## config.mk

```make
export PLATFORM = sky130hd
export DESIGN_NAME = fifo_rd_packer
export DESIGN_NICKNAME = d
export VERILOG_FILES = /design/src/rtl/fifo_rd_packer.sv
export SDC_FILE = /design/constraint.sdc
export NUM_CORES = 1
export LEC_CHECK = 0
export CORE_MARGIN = 2
export CORE_UTILIZATION = 58
export CTS_BUF_LIST = sky130_fd_sc_hd__clkbuf_2 sky130_fd_sc_hd__clkbuf_4 sky130_fd_sc_hd__clkbuf_8
export CTS_CLUSTER_DIAMETER = 50
export DETAILED_ROUTE_END_ITERATION = 7
export PLACE_DENSITY = 0.95
export SLEW_MARGIN = 15
export SYNTH_ARGS = -nofsm -noshare
export SYNTH_HDL_FRONTEND = slang
export SYNTH_SLANG_ARGS = --single-unit
```

## constraint.sdc

```tcl
create_clock -name rclk -period 3.2 [get_ports rclk]
set_input_delay 0.64 -clock rclk [delete_from_list [all_inputs] [get_ports rclk]]
set_output_delay 0.64 -clock rclk [all_outputs]
set_load 0.005 [all_outputs]
```

## src/rtl/fifo_rd_packer.sv

```systemverilog
// fifo_rd_packer: pops words from a first-word-fall-through FIFO and packs PACK_RATIO of them
// into one registered valid/ready beat. Define PACK_TIMEOUT_EN to flush idle partial beats.
module fifo_rd_packer #(
   parameter int DATA_WIDTH = 8,
   parameter int PACK_RATIO = 4,
   parameter int TIMEOUT    = 16
) (
   input  logic                             rclk,
   input  logic                             rrst,
   input  logic                             fifo_empty,
   input  logic [DATA_WIDTH-1:0]            fifo_rdata,
   output logic                             fifo_r_en,
   output logic                             m_valid,
   input  logic                             m_ready,
   output logic [DATA_WIDTH*PACK_RATIO-1:0] m_data,
   output logic [PACK_RATIO-1:0]            m_keep
);
   localparam int             LCW      = $clog2(PACK_RATIO + 1);
   localparam logic [LCW-1:0] FULL_CNT = LCW'(PACK_RATIO);

   if (PACK_RATIO < 2 || TIMEOUT < 1) begin : g_param_check
      $error("fifo_rd_packer: PACK_RATIO must be >= 2 and TIMEOUT >= 1");
   end

   logic [LCW-1:0]                   lane_cnt_reg;
   logic [LCW-1:0]                   lane_cnt_next;
   logic [LCW-1:0]                   base_lane;
   logic [DATA_WIDTH-1:0]            acc_reg [PACK_RATIO];
   logic [PACK_RATIO-1:0]            fill_mask;
   logic [DATA_WIDTH*PACK_RATIO-1:0] beat_data;

   logic                             m_valid_reg;
   logic [DATA_WIDTH*PACK_RATIO-1:0] m_data_reg;
   logic [PACK_RATIO-1:0]            m_keep_reg;

   logic flush;
   logic acc_full;
   logic out_free;
   logic move;
   logic pop;

   assign acc_full = (lane_cnt_reg == FULL_CNT);
   assign out_free = !m_valid_reg || m_ready;
   assign move     = (acc_full || flush) && out_free;

   // m_ready reaches fifo_r_en combinationally so a full accumulator can drain and refill
   // on the same edge without a bubble.
   assign pop       = !rrst && !fifo_empty && !flush && (!acc_full || move);
   assign fifo_r_en = pop;

   assign base_lane     = move ? '0 : lane_cnt_reg;
   assign lane_cnt_next = base_lane + LCW'(pop);

   for (genvar gi = 0; gi < PACK_RATIO; gi++) begin : g_lane
      assign fill_mask[gi] = (lane_cnt_reg > LCW'(gi));
      assign beat_data[gi*DATA_WIDTH +: DATA_WIDTH] = fill_mask[gi] ? acc_reg[gi] : '0;

      always_ff @(posedge rclk) begin
         if (pop && (base_lane == LCW'(gi))) begin
            acc_reg[gi] <= fifo_rdata;
         end
      end
   end

   always_ff @(posedge rclk) begin
      if (rrst) begin
         lane_cnt_reg <= '0;
      end else begin
         lane_cnt_reg <= lane_cnt_next;
      end
   end

   // Output stage: loads on move, otherwise holds until the handshake retires the beat.
   always_ff @(posedge rclk) begin
      if (rrst) begin
         m_valid_reg <= 1'b0;
         m_data_reg  <= '0;
         m_keep_reg  <= '0;
      end else if (move) begin
         m_valid_reg <= 1'b1;
         m_data_reg  <= beat_data;
         m_keep_reg  <= fill_mask;
      end else if (m_ready) begin
         m_valid_reg <= 1'b0;
      end
   end

   assign m_valid = m_valid_reg;
   assign m_data  = m_data_reg;
   assign m_keep  = m_keep_reg;

`ifdef PACK_TIMEOUT_EN
   localparam int            TW          = $clog2(TIMEOUT + 1);
   localparam logic [TW-1:0] TIMEOUT_CNT = TW'(TIMEOUT);

   logic [TW-1:0] timer_reg;
   logic [TW-1:0] timer_next;
   logic          flush_reg;
   logic          flush_next;
   logic          partial;

   assign partial = (lane_cnt_reg != '0) && !acc_full;

   // Timer saturates at TIMEOUT; the sticky flush then blocks pops until the beat moves.
   always_comb begin
      timer_next = timer_reg;
      flush_next = flush_reg;
      if (pop || move) begin
         timer_next = '0;
      end else if (partial && !flush_reg && (timer_reg != TIMEOUT_CNT)) begin
         timer_next = timer_reg + 1'b1;
      end
      if (move) begin
         flush_next = 1'b0;
      end else if (timer_reg == TIMEOUT_CNT) begin
         flush_next = 1'b1;
      end
   end

   always_ff @(posedge rclk) begin
      if (rrst) begin
         timer_reg <= '0;
         flush_reg <= 1'b0;
      end else begin
         timer_reg <= timer_next;
         flush_reg <= flush_next;
      end
   end

   assign flush = flush_reg;
`else
   assign flush = 1'b0;
`endif

endmodule

```

==> run metrics <==
fin util=between 70 and 80%; crit path time final=approximately 2.5 ns; number of global-route vias before repair=1556; end of the critical path=fifo_r_en; Total Nets Final=~270; num ports=50; HPWL after DPL=3060 µm; post-synth net total=between 200 and 250; Initial Utilization=around 60%; Netlist cell types=25; worst setup margin=0.685 ns; initial antenna violation count=0; number of H-tree levels=3; min-delay worst type=reg -> reg; Syn. warnings=0; Sequential Power Share=59.8%; top cells by count, synth=nand2b_1 (64), dfxtp_1 (40), edfxtp_1 (32), mux2i_1 (32), clkbuf_1 (9); Placement Rows=25; Crit path largest cell delay=roughly 0.5 ns; combinational share of power=around 4%; switching part of the total=20.7%; final hold violations=0; Internal=1.29 mW; adder and majority gate portion of the synthesized area=less than 1%; Setup crit start kind=primary input; Post-CTS Setup Inserts=0; Die H=73.5 µm; final instance area=approximately 3400 µm²; worst-skew pair later-pin latency=0.34 ns; most common cell in the netlist=nand2b_1; pin count of the biggest net entering global routing=56; TritonCTS clock tree=done; chain of cells forming the critical path=clkdlybuf4s50_1, nand2b_4, o21a_1, clkdlybuf4s50_1; Cell Area, Synth=approximately 2800 µm²; Crit Path Max Fanout=5; NetSw=approximately 340 µW; VDD IR-drop max=~0.42 mV; ys async rst share=0%; first-pass GRT wire length=7640 µm; crit path capture type=output port; Crit Path Class=in -> out; outcome=complete, no violations; Synth area leaders=edfxtp_1 (34%), dfxtp_1 (29%), nand2b_1 (14%); complex-gate fraction of the synthesized area=about 2.5%; largest family of logic cells by synthesized area=simple AND/OR/NAND/NOR gates; CTS clk-pin slew, worst paths=0.07 ns; number of synthesized flops with an enable pin=32; Cell Area, Placed=~3200 µm²; Initial DRC Count=roughly 120; reg-to-reg startpoint=lane_cnt_reg[0]$_SDFF_PP0_; IO buf count=about 50; Worst EP required=around 2.6 ns; # clock sinks=72; DRC viols=0; FF-to-FF path depth=7; Max clock buf depth=2; RSZ-0062 raised after global routing=no; clock root cell=clkbuf_8; Num CTS Buffers=9; worst r2r dst=lane_cnt_reg[2]$_SDFF_PP0_; grt ovf=0; Detailed Routing Iterations Pass 1=4; vias=between 1500 and 2000; reg2reg setup slack=between 1 and 1.5 ns; Post-Synth Simple-Gate Area=between 10% and 20%; Most used DFF post-synth=dfxtp_1; Worst path most repeated cell=clkdlybuf4s50_1; Max stage delay cell, worst path=clkdlybuf4s50_1; period utilization=78.6%; critical path startpoint=m_ready; worst slew pin tran=between 0.6 and 0.7 ns; Synth Instances=roughly 210; Leakage=between 1 and 1.5 nW; worst hold path cell count=2; Hold-fix buffers, CTS=0; die area=about 5400 µm²; Post-Route WL=~4800 µm; max_slew headroom=between 50% and 60%; ant diodes=0; chip width=~73 µm; Final ANT Viol Nets=0; post-synthesis mux area share=11.8%; Power Density=roughly 480 nW/µm²; Via density=roughly 5.2; layout cells sized above 1=roughly 8.5%; DR WL/cell=between 15 and 20 µm; Clock power frac=36.3%; Synth Area per Inst=approximately 13 µm²; post-cts repair resize count=0; Core Area=roughly 4700 µm²; GRT Resource Usage Total=19.7%; post-synthesis xor/xnor area fraction=0%; FMAX=398 MHz; Final Max Slew Viols=0; maximum capacitance violations=0; Final Skew=0.00593 ns; RD Place Congestion=0.723; area grow syn2layout=21.6%; pre-CTS setup slack=approximately 0.69 ns; setup tns final=0 ns; #FFs+latches synth=72; area share of the largest cell type after synthesis=approximately a third; post-synthesis sequential area ratio=62.9%; Setup-failing EPs final=0; arrival time at the worst endpoint=~1.9 ns; post-synth top area cell=edfxtp_1
[final cells by class]
class                      count  area (µm²)
fill                         332        1290
timing repair buffer          50         493
inverter                       1        3.75
clock inverter                 6        25.0
clock buffer                  10         138
tap                           54        67.6
multi-input combinational    121         916
sequential                    72        1760
[power groups by stage]
stage	Clock, mW	Sequential, mW	Combinational, mW
2_1_floorplan	0	0.994	0.0388
3_3_place_gp	0	0.995	0.0633
3_5_place_dp	0	0.995	0.0647
4_1_cts	0.604	0.975	0.0649
5_1_grt	0.642	0.975	0.0711
6_report	0.591	0.975	0.0642
[placed cells by master (no fill, tap or decap), drive strengths merged]
cell | synthesis | routed
nor2b | 3 | 3
nand2b | 65 | 65
a21boi | 1 | 1
o21ba | 4 | 4
a21oi | 1 | 1
dfxtp | 40 | 40
o211a | 1 | 1
inv | 1 | 1
nand2 | 2 | 2
clkdlybuf4s50 | 0 | 48
ha | 2 | 2
mux2i | 32 | 32
nor3 | 1 | 1
clkbuf | 9 | 10
mux2 | 1 | 1
nor2 | 4 | 4
and3 | 2 | 2
o21a | 1 | 1
edfxtp | 32 | 32
and3b | 1 | 1
clkinv | 0 | 6
buf | 4 | 2
[routing by layer]
metal | global-route usage [%] | part of all wire, % | up-vias
li1 | - | - | 791
met1 | 24.9 | 43 | 774
met2 | 31.1 | 51 | 44
met3 | 5.49 | 4.9 | 10
met4 | 10.3 | 1.9 | 0
met5 | 0 | 0 | -
[stage by stage]
| stage | hold WS, ns | total power [mW] | cells |
|---|---|---|---|
| CTS | 0.473 | 1.64 | 314 |
| detailed placement | 0.462 | 1.06 | 298 |
| finish | 0.470 | 1.63 | 314 |
| global placement | 0.459 | 1.06 | 298 |
| global route | 0.485 | 1.69 | 314 |
| floorplan | 0.465 | 1.03 | 208 |
[worst max-delay path: cells and delay by family]
kind | cells | cell delay [ns]
buffers and inverters | 2 | 0.95
AO/OA/AOI/OAI | 1 | 0.15
AND/OR/NAND/NOR | 1 | 0.13
[logic make-up after synthesis]
kind of cell | Yosys count
simple gates | 78
flops | 72
mux | 33
buf+inv | 15
compound gates | 8
fa+ha+maj | 2
[worst min-delay path by stage]
stage                                  from                      end  slack [ns]
floorplan            m_data[0]$_SDFFE_PP0P_   m_data[0]$_SDFFE_PP0P_        0.46
global placement     m_data[7]$_SDFFE_PP0P_   m_data[7]$_SDFFE_PP0P_        0.46
detailed placement  m_data[29]$_SDFFE_PP0P_  m_data[29]$_SDFFE_PP0P_        0.46
CTS                  m_data[4]$_SDFFE_PP0P_   m_data[4]$_SDFFE_PP0P_        0.47
global route        m_data[10]$_SDFFE_PP0P_  m_data[10]$_SDFFE_PP0P_        0.49
finish               m_data[4]$_SDFFE_PP0P_   m_data[4]$_SDFFE_PP0P_        0.47
Power figures use the tool's default switching activity.
